<file path="src/rtl/ddr3_pkg.sv">
// Shared DDR3 controller definitions: direction encoding, arbiter FSM states
// and the default x16 device geometry.
package ddr3_pkg;

  localparam logic CMD_WRITE = 1'b1;
  localparam logic CMD_READ  = 1'b0;

  localparam int DDR3_BYTE_BITS = 1;
  localparam int DDR3_COL_BITS  = 10;
  localparam int DDR3_BANK_BITS = 3;
  localparam int DDR3_ROW_BITS  = 13;

  typedef enum logic [1:0] {
    ST_IDLE  = 2'd0,
    ST_WRSEQ = 2'd1,
    ST_RDSEQ = 2'd2
  } arb_state_e;

endpackage

</file>
<file path="src/rtl/ddr3_addr_decode.sv">
// Combinational split of a byte address into DDR3 {row, bank, col}; col is
// BL8 aligned and oob_o flags any address bit set above the row field.
module ddr3_addr_decode #(
  parameter int ADDRS     = 32,
  parameter int BYTE_BITS = 1,
  parameter int COL_BITS  = 10,
  parameter int BANK_BITS = 3,
  parameter int ROW_BITS  = 13
) (
  input  logic [ADDRS-1:0]     adr_i,
  output logic [BANK_BITS-1:0] bank_o,
  output logic [ROW_BITS-1:0]  row_o,
  output logic [COL_BITS-1:0]  col_o,
  output logic                 oob_o
);

  localparam int BANK_LSB = BYTE_BITS + COL_BITS;
  localparam int ROW_LSB  = BANK_LSB + BANK_BITS;
  localparam int TOP_LSB  = ROW_LSB + ROW_BITS;

  assign col_o  = adr_i[BYTE_BITS +: COL_BITS] & ~COL_BITS'(7);
  assign bank_o = adr_i[BANK_LSB +: BANK_BITS];
  assign row_o  = adr_i[ROW_LSB +: ROW_BITS];

  generate
    if (ADDRS > TOP_LSB) begin : g_oob
      assign oob_o = |adr_i[ADDRS-1:TOP_LSB];
    end else begin : g_no_oob
      assign oob_o = 1'b0;
    end
    // Byte-lane bits select within one DQ beat and never reach the device.
    if (BYTE_BITS > 0) begin : g_byte
      logic unused_byte;
      assign unused_byte = ^adr_i[BYTE_BITS-1:0];
    end
  endgenerate

endmodule

</file>
<file path="src/rtl/ddr3_req_arbiter.sv">
// Write/read request arbiter feeding one registered command to the DDR3 FSM.
// Optional out-of-range address rejection: define DDR3_ARB_ADDR_CHECK_EN.
//
//   state    | meaning
//   ST_IDLE  | no sequence open; alternating tie-break between ports
//   ST_WRSEQ | write sequence open; only the write port is granted
//   ST_RDSEQ | read sequence open; only the read port is granted
module ddr3_req_arbiter
  import ddr3_pkg::*;
#(
  parameter int MEM_ID_WIDTH = 4,
  parameter int ADDRS        = 32,
  parameter int BYTE_BITS    = DDR3_BYTE_BITS,
  parameter int COL_BITS     = DDR3_COL_BITS,
  parameter int BANK_BITS    = DDR3_BANK_BITS,
  parameter int ROW_BITS     = DDR3_ROW_BITS
) (
  input  logic                    clock,
  input  logic                    reset,
  input  logic                    mem_wrreq_i,
  output logic                    mem_wrack_o,
  output logic                    mem_wrerr_o,
  input  logic                    mem_wrlst_i,
  input  logic [MEM_ID_WIDTH-1:0] mem_wrtid_i,
  input  logic [ADDRS-1:0]        mem_wradr_i,
  input  logic                    mem_rdreq_i,
  output logic                    mem_rdack_o,
  output logic                    mem_rderr_o,
  input  logic                    mem_rdlst_i,
  input  logic [MEM_ID_WIDTH-1:0] mem_rdtid_i,
  input  logic [ADDRS-1:0]        mem_rdadr_i,
  output logic                    cmd_valid_o,
  input  logic                    cmd_ready_i,
  output logic                    cmd_write_o,
  output logic                    cmd_last_o,
  output logic [MEM_ID_WIDTH-1:0] cmd_tid_o,
  output logic [BANK_BITS-1:0]    cmd_bank_o,
  output logic [ROW_BITS-1:0]     cmd_row_o,
  output logic [COL_BITS-1:0]     cmd_col_o
);

  arb_state_e state_q, state_d;
  logic prefer_rd_q, prefer_rd_d;
  logic grant_wr, grant_rd, space, accept, load;

  logic                    sel_lst;
  logic [MEM_ID_WIDTH-1:0] sel_tid;
  logic [ADDRS-1:0]        sel_adr;
  logic [BANK_BITS-1:0]    dec_bank;
  logic [ROW_BITS-1:0]     dec_row;
  logic [COL_BITS-1:0]     dec_col;
  logic                    dec_oob;

  logic                    cmd_valid_q, cmd_valid_d;
  logic                    cmd_write_q, cmd_write_d;
  logic                    cmd_last_q, cmd_last_d;
  logic [MEM_ID_WIDTH-1:0] cmd_tid_q, cmd_tid_d;
  logic [BANK_BITS-1:0]    cmd_bank_q, cmd_bank_d;
  logic [ROW_BITS-1:0]     cmd_row_q, cmd_row_d;
  logic [COL_BITS-1:0]     cmd_col_q, cmd_col_d;

  always_comb begin
    grant_wr = 1'b0;
    grant_rd = 1'b0;
    case (state_q)
      ST_IDLE: begin
        if (mem_rdreq_i && (!mem_wrreq_i || prefer_rd_q)) grant_rd = 1'b1;
        else if (mem_wrreq_i)                              grant_wr = 1'b1;
      end
      ST_WRSEQ: grant_wr = mem_wrreq_i;
      ST_RDSEQ: grant_rd = mem_rdreq_i;
      default: ;
    endcase
  end

  // Nothing is accepted while reset is held, so no request is lost to it.
  assign space       = ~cmd_valid_q | cmd_ready_i;
  assign mem_wrack_o = grant_wr & space & ~reset;
  assign mem_rdack_o = grant_rd & space & ~reset;
  assign accept      = mem_wrack_o | mem_rdack_o;

  assign sel_lst = grant_wr ? mem_wrlst_i : mem_rdlst_i;
  assign sel_tid = grant_wr ? mem_wrtid_i : mem_rdtid_i;
  assign sel_adr = grant_wr ? mem_wradr_i : mem_rdadr_i;

  ddr3_addr_decode #(
    .ADDRS     (ADDRS),
    .BYTE_BITS (BYTE_BITS),
    .COL_BITS  (COL_BITS),
    .BANK_BITS (BANK_BITS),
    .ROW_BITS  (ROW_BITS)
  ) u_addr_decode (
    .adr_i  (sel_adr),
    .bank_o (dec_bank),
    .row_o  (dec_row),
    .col_o  (dec_col),
    .oob_o  (dec_oob)
  );

`ifdef DDR3_ARB_ADDR_CHECK_EN
  assign load        = accept & ~dec_oob;
  assign mem_wrerr_o = mem_wrack_o & dec_oob;
  assign mem_rderr_o = mem_rdack_o & dec_oob;
`else
  logic unused_oob;
  assign unused_oob  = dec_oob;
  assign load        = accept;
  assign mem_wrerr_o = 1'b0;
  assign mem_rderr_o = 1'b0;
`endif

  always_ff @(posedge clock) begin
    if (reset) begin
      state_q     <= ST_IDLE;
      prefer_rd_q <= 1'b1;
    end else begin
      state_q     <= state_d;
      prefer_rd_q <= prefer_rd_d;
    end
  end

  always_comb begin
    state_d     = state_q;
    prefer_rd_d = prefer_rd_q;
    if (accept) begin
      // A new sequence flips the tie-break toward the other port.
      if (state_q == ST_IDLE) prefer_rd_d = grant_wr;
      if (sel_lst)       state_d = ST_IDLE;
      else if (grant_wr) state_d = ST_WRSEQ;
      else               state_d = ST_RDSEQ;
    end
  end

  always_comb begin
    cmd_valid_d = cmd_valid_q;
    cmd_write_d = cmd_write_q;
    cmd_last_d  = cmd_last_q;
    cmd_tid_d   = cmd_tid_q;
    cmd_bank_d  = cmd_bank_q;
    cmd_row_d   = cmd_row_q;
    cmd_col_d   = cmd_col_q;
    if (load) begin
      cmd_valid_d = 1'b1;
      cmd_write_d = grant_wr ? CMD_WRITE : CMD_READ;
      cmd_last_d  = sel_lst;
      cmd_tid_d   = sel_tid;
      cmd_bank_d  = dec_bank;
      cmd_row_d   = dec_row;
      cmd_col_d   = dec_col;
    end else if (cmd_ready_i) begin
      cmd_valid_d = 1'b0;
    end
  end

  always_ff @(posedge clock) begin
    if (reset) begin
      cmd_valid_q <= 1'b0;
      cmd_write_q <= 1'b0;
      cmd_last_q  <= 1'b0;
      cmd_tid_q   <= '0;
      cmd_bank_q  <= '0;
      cmd_row_q   <= '0;
      cmd_col_q   <= '0;
    end else begin
      cmd_valid_q <= cmd_valid_d;
      cmd_write_q <= cmd_write_d;
      cmd_last_q  <= cmd_last_d;
      cmd_tid_q   <= cmd_tid_d;
      cmd_bank_q  <= cmd_bank_d;
      cmd_row_q   <= cmd_row_d;
      cmd_col_q   <= cmd_col_d;
    end
  end

  assign cmd_valid_o = cmd_valid_q;
  assign cmd_write_o = cmd_write_q;
  assign cmd_last_o  = cmd_last_q;
  assign cmd_tid_o   = cmd_tid_q;
  assign cmd_bank_o  = cmd_bank_q;
  assign cmd_row_o   = cmd_row_q;
  assign cmd_col_o   = cmd_col_q;

endmodule

</file>
<file path="config.mk">
export PLATFORM = sky130hd
export DESIGN_NAME = ddr3_req_arbiter
export DESIGN_NICKNAME = d
export VERILOG_FILES = /design/src/rtl/ddr3_pkg.sv /design/src/rtl/ddr3_addr_decode.sv /design/src/rtl/ddr3_req_arbiter.sv
export SDC_FILE = /design/constraint.sdc
export NUM_CORES = 1
export LEC_CHECK = 0
export ABC_AREA = 1
export ABC_CLOCK_PERIOD_IN_PS = 1500
export BUFFER_PORTS_ARGS = -buffer_cell sky130_fd_sc_hd__buf_4
export CAP_MARGIN = 30
export CORE_UTILIZATION = 46
export DETAILED_ROUTE_END_ITERATION = 6
export GPL_ROUTABILITY_DRIVEN = 1
export PLACE_DENSITY = 0.91
export SLEW_MARGIN = 15
export SYNTH_ARGS = -nofsm -noshare
export SYNTH_HDL_FRONTEND = slang
export SYNTH_HIERARCHICAL = 1
export SYNTH_SLANG_ARGS = --single-unit
export TNS_END_PERCENT = 5
</file>
<file path="constraint.sdc">
create_clock -name clock -period 1.5 [get_ports clock]
set_input_delay 0.225 -clock clock [delete_from_list [all_inputs] [get_ports clock]]
set_output_delay 0.225 -clock clock [all_outputs]
set_load 0.02 [all_outputs]
</file>
## Yosys cells after proc, flatten, opt, wreduce, memory -nomap -nowiden

Cells that the tools add are included.

| word-level totals | value |
|---|---|
| bits in registers | 33 |
| input port bits | 79 |
| output and inout port bits | 37 |
| word-level logic and storage cells | 38 |

| operators by class | value |
|---|---|
| equality and inequality tests | 2 |
| mux-type cells | 13 |
| bitwise logic cells | 8 |
| reduce and logical (&&, ||, !) cells | 6 |

Operators by type and width:

| cell | count |
|---|---|
| 27-bit two-way mux | 1 |
| 1-bit two-way mux | 7 |
| 1-bit bitwise AND | 4 |
| 2-bit two-way mux | 2 |
| 4-bit two-way mux | 1 |
| 1-bit one-hot mux with 2 select lines | 2 |
| 2-bit by 1-bit == test with 1-bit output, second input constant | 1 |
| 2-bit == test, second input constant | 1 |
| 2-bit zero test | 1 |
| 1-bit inverter | 2 |
| 1-bit bitwise OR | 2 |
| 2-bit AND reduction | 1 |
| 2-bit nonzero test | 1 |
| 1-bit logical AND | 1 |
| 1-bit zero test | 1 |
| 1-bit logical OR | 1 |

## Longest topological paths before layout

Gate-level depths: netlist of run 1.

| depth | value |
|---|---|
| word-level depth | 9 |
| mapped depth | 11 |

## By module

The synthesis of run 1 kept the hierarchy.

Modules (own cells, without submodules):

| module | instances | cells an instance | area an instance (um^2) | seq. area each (um^2) |
|---|---|---|---|---|
| ddr3_req_arbiter | 1 | 334 | 2069.5 | 720.7 |
| ddr3_addr_decode | 1 | 31 | 215.2 | 0.0 |

## Least setup slack after synthesis of run 1

Ideal clock, no wire load.

| path | value |
|---|---|
| path kind | register to register |
| from | register cmd_valid_q (netlist: cmd_valid_o) |
| to | register cmd_col_q[4] (netlist: cmd_col_o[4]) |
| setup time | 0.112 ns |
| data arrival time | 1.262 ns |
| data required time | 1.388 ns |
| setup slack | 0.127 ns |
| stages on the path, launching flop included | 8 |
| clock period less this slack | 1.373 ns |
| cells stage by stage | dfxtp_1 nand2_1 nand3_1 nor2_2 nor2_4 buf_6 nor2_2 nor2_1 |

| on the way | value |
|---|---|
| longest elaborated chain between the ends | 5 |
| elaborated cells on any way between the ends | 7 |

RTL lines:

| item | line | RTL |
|---|---|---|
| from (decl) | ddr3_req_arbiter.sv:54 | `logic cmd_valid_q, cmd_valid_d;` |
| from (signal assigned) | ddr3_req_arbiter.sv:165 | `cmd_valid_q <= cmd_valid_d;` |
| 1-bit inverter | ddr3_req_arbiter.sv:77 | `assign space = ~cmd_valid_q \| cmd_ready_i;` |
| 1-bit bitwise OR | ddr3_req_arbiter.sv:77 |  |
| 1-bit bitwise AND (2 in series) | ddr3_req_arbiter.sv:79 | `assign mem_rdack_o = grant_rd & space & ~reset;` |
| net mem_rdack_o | ddr3_req_arbiter.sv:27 | `output logic mem_rdack_o,` |
| 1-bit bitwise OR | ddr3_req_arbiter.sv:80 | `assign accept = mem_wrack_o \| mem_rdack_o;` |
| to (signal assigned) | ddr3_req_arbiter.sv:171 | `cmd_col_q <= cmd_col_d;` |
| to (decl) | ddr3_req_arbiter.sv:60 | `logic [COL_BITS-1:0] cmd_col_q, cmd_col_d;` |

The timed path passes the listed nets, and every way through them passes these cells.
A chain may end at the register's enable or synchronous reset.

## Final worst setup path of run 1

| path | value |
|---|---|
| from | register state_q[1] |
| to | output port mem_rdack_o |

| on the way | value |
|---|---|
| longest elaborated chain between the ends | 4 |
| elaborated cells on any way between the ends | 5 |

RTL lines:

| item | line | RTL |
|---|---|---|
| from (decl) | ddr3_req_arbiter.sv:42 | `arb_state_e state_q, state_d;` |
| from (signal assigned) | ddr3_req_arbiter.sv:117 | `state_q <= state_d;` |
| 2-bit == test or 2-bit zero test (tied branches) | ddr3_req_arbiter.sv:65 | `case (state_q)` |
| 1-bit one-hot mux with 2 select lines (*) | ddr3_req_arbiter.sv:65 |  |
| 1-bit bitwise AND (*) (2 in series) | ddr3_req_arbiter.sv:79 |  |
| to (decl) | ddr3_req_arbiter.sv:27 |  |

Mark *: on every way between the ends. The rest lies on a longest branch, timed or not.

==> run metrics, run 1 <==
die area=between 4000 and 5000 sq um; placement row count=24; instance count of the mapped netlist=~330; violated checks=design-rule violations; routed wire length per instance=roughly 13 microns; drt drc=14; level count of the clock H-tree=2; class of the most critical hold timing path=in -> reg; total grt overflow=0; origin of the worst setup path=state_q[1]$_SDFFE_PP0P_; iteration-0 DRC count of the detailed router=about 110; vias in the first global route=approximately 2100; final critical-path setup slack=a little under 0.005 ns; first-pass GRT wire length=between 8000 and 9000 microns; Worst path most repeated cell=sky130_fd_sc_hd__nor2_4; clk_lat worst skew=a little under 0.3 ns; Core Util, Final=around two thirds; Antenna Nets Post-Route=0; Final Wtd Congestion=0.882; final wirelength=roughly 6000 microns; placed insts=453; Pre-antenna DRT Iters=7; initial antenna violation count=0; PortBufs=95; top cell family by delay on the critical path=flip-flops; max-slew violation total from the final report=0; largest net degree at the start of global routing=33; timing endpoint of the critical path=mem_rdack_o; drt via density=roughly 5; number of fill cells=approximately 390; Final Instance Area=3050 sq um; final period utilization=about 100%; final-layout setup total negative slack=0 ns; routed via count=between 2000 and 2500; standard cell with the maximum stage delay on the critical path=sky130_fd_sc_hd__dfxtp_2; number of buffers inserted during clock tree synthesis=5; maximum buffer depth of the clock tree=2; count of endpoints failing hold in the final timing report=0; type of element launching the critical path=register; leakage dissipation=about 1.7 nW; VDD IR max=between 700 and 800 uV; fraction of final layout cells with drive strength greater than 1=~38%; Max Clock Freq=between 0.6 and 0.7 GHz; count of cells along the worst register-to-register path=10; I/O pins=roughly 120; Critical Setup Path Class=reg -> out; Yosys warnings=6; placeable core area=roughly 4400 sq um; number of nets at the end of the flow=roughly 500; clock-pin slew on the worst setup and hold paths=approximately 0.08 ns; clock tree from TritonCTS=built; critical path buffer and inverter count=3; relative area change from synthesis to final layout=40.5%; worst-case register-to-register setup slack=around 0.07 ns; DIE HEIGHT=about 70 microns; initial cell density of the core=between 40 and 50%; delay of the slowest cell on the worst path=about 0.36 ns; count of endpoints failing setup in the final report=0; max-cap violations=0; outcome=finished with violations; die span in x=70.6 microns; Final Skew=around 0.0060 ns; RSZ-0062 raised after global routing=yes; chain of cells forming the critical path=nor2_4, nand2_2, inv_2, nor2_4, buf_6, buf_4; number of antenna diodes=0; detailed placement HPWL=~3800 microns; number of stages on the worst setup path=6; Final min period=1.50 ns; synthesized cell area=between 2000 and 2500 sq um; cell area reported after detailed placement=2760 sq um; category of the worst setup path capture point=output pin; placement-stage worst setup slack=-0.191 ns; per-instance average area after synthesis=~6.5 sq um; total clock sinks=36; reg-to-reg critical path startpoint=state_q[0]$_SDFFE_PP0P_; Overall Global Routing Usage=22.4%; biggest fanout along the worst timing path=3; required time worst endpoint=~1.3 ns; data arrival time of the critical path=~1.3 ns; Cell Count, Final, Fillers Out=470; end of the worst register-to-register path=cmd_tid_o[2]$_SDFFE_PP0P_; PD cells=988 nW/um^2; Clk Tree Root Cell=sky130_fd_sc_hd__clkbuf_8
## worst register-to-register path, cell delays in order, from the launching register on
cell	delay [ns]
sky130_fd_sc_hd__dfxtp_2	0.34
sky130_fd_sc_hd__inv_1	0.06
sky130_fd_sc_hd__nand3_2	0.10
sky130_fd_sc_hd__nand2_4	0.12
sky130_fd_sc_hd__buf_12	0.12
sky130_fd_sc_hd__inv_1	0.08
sky130_fd_sc_hd__buf_4	0.18
sky130_fd_sc_hd__nand2_1	0.06
sky130_fd_sc_hd__nand2_1	0.07
sky130_fd_sc_hd__nor2_1	0.13
sky130_fd_sc_hd__nor2_1	0.06
## worst min path at each step
stage | startpoint | cells after the start | slack (ns) | endpoint
6_report | reset | 2 | 0.13 | state_q[1]$_SDFFE_PP0P_
3_3_place_gp | reset | 2 | 0.44 | state_q[0]$_SDFFE_PP0P_
4_1_cts | reset | 2 | 0.12 | state_q[1]$_SDFFE_PP0P_
3_5_place_dp | reset | 2 | 0.44 | state_q[1]$_SDFFE_PP0P_
2_1_floorplan | reset | 1 | 0.29 | state_q[0]$_SDFFE_PP0P_
5_1_grt | reset | 2 | 0.12 | state_q[0]$_SDFFE_PP0P_
## layout by cell type (no fill, tap or decap), types with 2 or more instances in the layout
| cell | instances |
|---|---|
| sky130_fd_sc_hd__nand2_1 | 123 |
| sky130_fd_sc_hd__buf_4 | 114 |
| sky130_fd_sc_hd__nor2_1 | 53 |
| sky130_fd_sc_hd__dfxtp_1 | 33 |
| sky130_fd_sc_hd__nand3b_1 | 31 |
| sky130_fd_sc_hd__nor2_2 | 11 |
| sky130_fd_sc_hd__inv_1 | 8 |
| sky130_fd_sc_hd__nor2_4 | 6 |
| sky130_fd_sc_hd__conb_1 | 5 |
| sky130_fd_sc_hd__clkbuf_8 | 5 |
| sky130_fd_sc_hd__nand3_2 | 3 |
| sky130_fd_sc_hd__nand3_1 | 3 |
| sky130_fd_sc_hd__buf_6 | 3 |
| sky130_fd_sc_hd__dfxtp_2 | 3 |
| sky130_fd_sc_hd__nand2_2 | 2 |
| sky130_fd_sc_hd__inv_2 | 2 |
| sky130_fd_sc_hd__a21oi_1 | 2 |
| sky130_fd_sc_hd__o21ai_0 | 2 |
| sky130_fd_sc_hd__buf_12 | 2 |
## area by class of cell
cell class              instances  area (sq um)  area share (%)
clock buffers                   5          68.8            2.26
clock inverters                 3          42.5            1.40
inverters                      10          37.5            1.23
multi-input cells             244          1150            37.8
flip-flops and latches         36           724            23.8
well taps                      52          65.1            2.14
repair buffers                120           955            31.3
## metal layers
metal  vias up  wire [microns]  share of wire, %  track usage [%]
li1       1150               -                 -                -
met1      1037            2550                43             27.7
met2        80            2860                48             37.8
met3        16             379               6.4             5.70
met4         0             135               2.3             8.44
met5         -               0                 0                0
## stage by stage
step                      power [mW]  hold WS (ns)
after floorplan                 1.80         0.294
after global placement          2.05         0.438
after detailed placement        2.07         0.439
after CTS                       2.93         0.124
after global routing            3.18         0.122
final                           3.01         0.129
## sequential cells by signal, summed over array words and instances (netlist names)
name,cells
state_q,2
cmd_write_o,1
cmd_tid_o,4
cmd_col_o,10
cmd_row_o,13
cmd_valid_o,1
cmd_bank_o,3
cmd_last_o,1
prefer_rd_q,1
## power breakdown
part           switching, mW  internal (mW)
clock                  0.356          0.492
combinational          0.554          0.493
sequential            0.0544           1.06
## what timing repair did
action	4_1_cts	5_1_grt
pin swaps	17	6
hold buffers	0	0
gates cloned	0	2
endpoints found under the setup margin	36	36
resized for setup	1	21
buffers inserted	0	8
(Power assumes the default switching activity.)
==> run 2, diff against run 1 <==
Settings changed: BUFFER_PORTS_ARGS -buffer_cell sky130_fd_sc_hd__buf_4 to -buffer_cell sky130_fd_sc_hd__buf_2, MAX_ROUTING_LAYER from default to met4.
==> run metrics, run 2 (synthesis gave the netlist of run 1 again) <==
outcome=finished with violations; violated checks=design-rule violations, negative setup slack; most common cell after layout, fill and taps aside=sky130_fd_sc_hd__nand2_1; data arrival time of the critical path=1.30 ns (+0.03 ns); type of element launching the critical path=register; die area=4990 sq um (unchanged); Final Total Pwr=2.77 mW (-7.9%); level count of the clock H-tree=2 (unchanged); number of antenna diodes=0 (unchanged); max-cap violations=0 (unchanged); VDD IR max=676 uV (-7.9%); category of the worst setup path capture point=output pin; RSZ-0062 raised after global routing=yes; clock-pin slew on the worst setup and hold paths=0.07 ns (about the same); placement row count=24 (unchanged); routed via count=2244 (-1.7%); class of the most critical hold timing path=in -> reg; clock tree from TritonCTS=built; max-slew violation total from the final report=0 (unchanged); initial antenna violation count=0 (unchanged); Antenna Nets Post-Route=0 (unchanged); leading cell types in the layout, fill and taps excluded=sky130_fd_sc_hd__nand2_1, sky130_fd_sc_hd__buf_2, sky130_fd_sc_hd__nor2_1; relative area change from synthesis to final layout=27.6%; PortBufs=95 (unchanged); total clock sinks=36 (unchanged); Clk Tree Root Cell=sky130_fd_sc_hd__clkbuf_8; final wirelength=5710 microns (-3.5%); Pre-antenna DRT Iters=6 (-1); Final Wtd Congestion=0.872 (-1.2%); Max Clock Freq=0.657 GHz (-1.8%); count of endpoints failing hold in the final timing report=0 (unchanged); drt via density=4.82 (-0.86%); Overall Global Routing Usage=23.1% (+0.67 points); detailed placement HPWL=3760 microns (about the same); number of buffers inserted by hold repair at cts=0 (unchanged); PD cells=1000 nW/um^2 (+1.5%); worst-case register-to-register setup slack=0.08 ns (about the same); sequential cell area=726 sq um (+0.17%); fraction of final layout cells with drive strength greater than 1=37.2% (-0.36 points); initial cell density of the core=48.8% (unchanged); maximum buffer depth of the clock tree=2 (unchanged); I/O pins=116 (unchanged); largest net degree at the start of global routing=34 (+3.0%); DIE HEIGHT=70.6 microns (unchanged); number of nets at the end of the flow=493 (-0.60%); routed wire length per instance=12.3 microns (-2.7%); leakage dissipation=1.60 nW (-4.7%); first-pass GRT wire length=8820 microns (-1.4%); Final min period=1.52 ns (+0.0269 ns); placeable core area=4440 sq um (unchanged); total grt overflow=0 (unchanged); number of fill cells=395 (+2.3%); biggest fanout along the worst timing path=3 (unchanged); number of buffers inserted during clock tree synthesis=5 (unchanged); Critical Setup Path Class=reg -> out; vias in the first global route=2078 (+1.1%); required time worst endpoint=1.27 ns (about the same); count of endpoints failing setup in the final report=1 (+1); clk_lat worst skew=0.29 ns (about the same); flip-flop count of the largest register, all copies and words added=13 (unchanged); Hold Worst Slack=0.198 ns (+0.0688 ns); final critical-path setup slack=-0.0219 ns (-0.0269 ns); drt drc=14 (unchanged); die span in x=70.6 microns (unchanged); iteration-0 DRC count of the detailed router=127 (+19%); Final Skew=0.00518 ns (-0.000856 ns); area used by multi-input combinational logic=1150 sq um (unchanged); final period utilization=101% (+1.8 points)
## run 2: cell type report
type                       instances  area share, %
tap                               52           2.35
inverter                          10           1.36
sequential                        36           26.2
multi-input combinational        244           41.7
clock buffer                       7           3.48
timing repair buffer             117           24.9
## run 2: critical path, cell delays in order, from the launching register on
cell and delay, ns:
sky130_fd_sc_hd__dfxtp_4 0.38, sky130_fd_sc_hd__inv_1 0.06, sky130_fd_sc_hd__nand3_2 0.07, sky130_fd_sc_hd__nand2_2 0.09
sky130_fd_sc_hd__nor2_4 0.17, sky130_fd_sc_hd__buf_6 0.12, sky130_fd_sc_hd__buf_6 0.10
## run 2: report_power, final
| group | switching [mW] | internal (mW) | leakage [nW] | total, mW |
|---|---|---|---|---|
| Clock | 0.332 | 0.409 | 0.0503 | 0.741 |
| Sequential | 0.0480 | 1.06 | 0.298 | 1.11 |
| Combinational | 0.546 | 0.378 | 1.25 | 0.924 |
## run 2: routing by layer
layer / vias to the layer above / GRT usage [%] / share of wire, %
li1: 1145 / - / -
met1: 999 / 24.9 / 42
met2: 89 / 40.0 / 50
met3: 11 / 7.12 / 6.6
met4: 0 / 8.44 / 1.4
met5: - / - / 0
## run 2: repair_timing
item,4_1_cts,5_1_grt
cloned,0,1
resized for setup,1,26
setup buffers,0,5
setup endpoints to repair,34,35
pin swaps,2,7
## run 2: stage by stage
step | instance area (sq um) | cells | util, % | TNS, ns | worst slack [ns]
floorplan | 2180 | 337 | - | 0 | 0.127
global placement | 2520 | 453 | 56.7 | -2.32 | -0.162
detailed placement | 2520 | 453 | 56.7 | -4.05 | -0.211
CTS | 2620 | 460 | 58.9 | -3.94 | -0.198
global route | 2770 | 466 | 62.2 | -0.169 | -0.0698
finish | 2770 | 466 | 62.2 | -0.0219 | -0.0219
## run 2: worst paths after layout
| path | from | to | depth (start not counted) |
|---|---|---|---|
| worst max-delay path | state_q[0]$_SDFFE_PP0P_ | mem_wrack_o | 6 |
| worst min-delay path | mem_wrlst_i | state_q[0]$_SDFFE_PP0P_ | 4 |
| worst max register to register | state_q[0]$_SDFFE_PP0P_ | cmd_row_o[8]$_SDFFE_PP0P_ | 10 |
| worst min register to register | prefer_rd_q$_SDFFE_PP1P_ | prefer_rd_q$_SDFFE_PP1P_ | 2 |
==> run 3, diff against run 2 <==
Settings changed: CELL_PAD_IN_SITES_DETAIL_PLACEMENT from default to 1, CELL_PAD_IN_SITES_GLOBAL_PLACEMENT from default to 1, CORE_UTILIZATION 46 to 30, PLACE_DENSITY 0.91 to 0.9.
==> run metrics, run 3 (synthesis gave the netlist of run 1 again) <==
iteration-0 DRC count of the detailed router=71 (-44%); relative area change from synthesis to final layout=31.9%; global routing's busiest layer=met2; placement row count=30 (+25%); global-route met2 utilization=32.9% (-7.2 points); category of the worst setup path capture point=output pin; outcome=finished with violations; top cell family by delay on the critical path=simple AND/OR/NAND/NOR gates; leading cell types in the layout, fill and taps excluded=sky130_fd_sc_hd__nand2_1, sky130_fd_sc_hd__buf_2, sky130_fd_sc_hd__nor2_1; total net switching power=953 uW (+3.0%); Overall Global Routing Usage=17.3% (-5.8 points); delay of the slowest cell on the worst path=0.37 ns (about the same); placeable core area=6870 sq um (+55%); Worst path most repeated cell=sky130_fd_sc_hd__buf_4; leakage dissipation=1.63 nW (+1.7%); critical path buffer and inverter count=3 (unchanged); Clk Tree Root Cell=sky130_fd_sc_hd__clkbuf_8; RSZ-0062 raised after global routing=yes; PD cells=974 nW/um^2 (-2.8%); clock share of power=25.5% (-1.2 points); data arrival time of the critical path=1.41 ns (+0.11 ns); count of endpoints failing setup in the final report=2 (+1); final-layout setup total negative slack=-0.242 ns (-0.221 ns); drt drc=0 (-14); total clock sinks=36 (unchanged); relative contribution of combinational cells to total power=34.6% (+1.3 points); Final Skew=0.00718 ns (+0.00200 ns); initial antenna violation count=0 (unchanged); vias in the first global route=2255 (+8.5%); type of element launching the critical path=register; routed wire length per instance=12.9 microns (+5.0%); number of buffers inserted by hold repair at cts=0 (unchanged); PortBufs=95 (unchanged); number of buffers inserted during clock tree synthesis=5 (unchanged); routing usage on met1=17.8% (-7.1 points); Final min period=1.64 ns (+0.117 ns); Pre-antenna DRT Iters=4 (-2); final period utilization=109% (+7.8 points); largest net degree at the start of global routing=33 (-2.9%); total grt overflow=0 (unchanged); Max Clock Freq=0.610 GHz (-7.1%); routed via count=2332 (+3.9%); initial cell density of the core=31.5% (-17 points); max-cap violations=0 (unchanged); class of the most critical hold timing path=in -> reg; Final Total Pwr=2.78 mW (+0.41%); startpoint of the most critical hold path=mem_wrlst_i; Final Wtd Congestion=0.817 (-6.3%); maximum buffer depth of the clock tree=2 (unchanged); Critical Setup Path Class=reg -> out; detailed placement HPWL=4700 microns (+25%); die area=7570 sq um (+52%); Antenna Nets Post-Route=0 (unchanged); required time worst endpoint=1.27 ns (about the same); max-slew violation total from the final report=0 (unchanged); level count of the clock H-tree=2 (unchanged); chain of cells forming the critical path=inv_1, nand3_1, nand2_2, nor2_4, buf_4, buf_4; DIE HEIGHT=87.0 microns (+23%); I/O pins=116 (unchanged); Flop pwr share=39.9% (about the same); clock tree from TritonCTS=built; met3 track demand over resource=4.08% (-3.0 points); standard cell with the maximum stage delay on the critical path=sky130_fd_sc_hd__dfxtp_2; violated checks=negative setup slack; Sw Ratio=34.2% (+0.84 points); final critical-path setup slack=-0.139 ns (-0.117 ns); die span in x=87.0 microns (+23%); count of endpoints failing hold in the final timing report=0 (unchanged); first-pass GRT wire length=9980 microns (+13%); number of antenna diodes=0 (unchanged); clock-pin slew on the worst setup and hold paths=0.07 ns (about the same); final wirelength=6650 microns (+16%); number of nets at the end of the flow=498 (+1.0%); reg-to-reg critical path startpoint=state_q[0]$_SDFFE_PP0P_; VDD IR max=373 uV (-45%); clk_lat worst skew=0.28 ns (about the same); flip-flop count of the largest register, all copies and words added=13 (unchanged); most common cell after layout, fill and taps aside=sky130_fd_sc_hd__nand2_1; origin of the worst setup path=state_q[0]$_SDFFE_PP0P_; biggest fanout along the worst timing path=4 (+1); Internal=1.83 mW (-0.86%); fraction of final layout cells with drive strength greater than 1=37.9% (+0.66 points); drt via density=4.52 (-6.1%)
==> run 3: changes by cell type in the layout (fill, tap and decap cells not counted), sizes merged <==
cell    before  now
buf        117  122
clkbuf       7    6
clkinv       0    2
==> run 3: routing by layer <==
layer  part of all wire, %  wire [microns]  vias to the layer above
met5                     0               0                        -
met4                   3.0             197                        0
met3                   5.5             366                       16
met2                    50            3360                       77
met1                    41            2730                     1083
li1                      -               -                     1156
==> run 3: final timing paths <==
kind                            slack, ns                        end  cells after the start
worst min register to register       0.48   prefer_rd_q$_SDFFE_PP1P_                      2
worst min-delay path                 0.22    state_q[0]$_SDFFE_PP0P_                      4
worst max register to register          0  cmd_row_o[8]$_SDFFE_PP0P_                     10
worst max-delay path                -0.14                mem_wrack_o                      6
==> run 3: worst min-delay path, delay by kind of cell <==
kind / cells / cell delay (ns)
simple gates: 1 / 0.06
compound gates: 1 / 0.06
buf+inv: 2 / 0.12
==> run 3: per-stage QoR <==
step | hold WS [ns] | setup WS, ns | area [sq um] | util [%] | instances
4_1_cts | 0.211 | -0.233 | 2690 | 39.2 | 508
3_3_place_gp | 0.455 | -0.135 | 2600 | 37.8 | 500
2_1_floorplan | 0.294 | 0.127 | 2180 | - | 337
3_5_place_dp | 0.466 | -0.219 | 2600 | 37.8 | 500
6_report | 0.218 | -0.139 | 2860 | 41.6 | 516
5_1_grt | 0.214 | -0.200 | 2860 | 41.6 | 516
==> run 3: cell type report <==
cell class	instances	area [sq um]
tap	96	120
multi-input combinational	244	1140
clock buffer	6	82.6
timing repair buffer	122	743
fill	924	4010
sequential	36	723
inverter	10	37.5
clock inverter	2	10.0
==> run 3: repair_timing <==
item / 4_1_cts / 5_1_grt
buffers inserted: 0 / 7
endpoints found under the setup margin: 35 / 36
pin swaps: 0 / 10
gates cloned: 0 / 1
resized for setup: 0 / 21
==> run 3: power groups by stage <==
stage / clock (mW) / combinational, mW / sequential (mW)
after global placement: 0 / 0.841 / 1.13
final: 0.710 / 0.963 / 1.11
after detailed placement: 0 / 0.878 / 1.13
after global routing: 0.766 / 1.07 / 1.12
after floorplan: 0 / 0.551 / 1.25
after CTS: 0.734 / 0.881 / 1.11
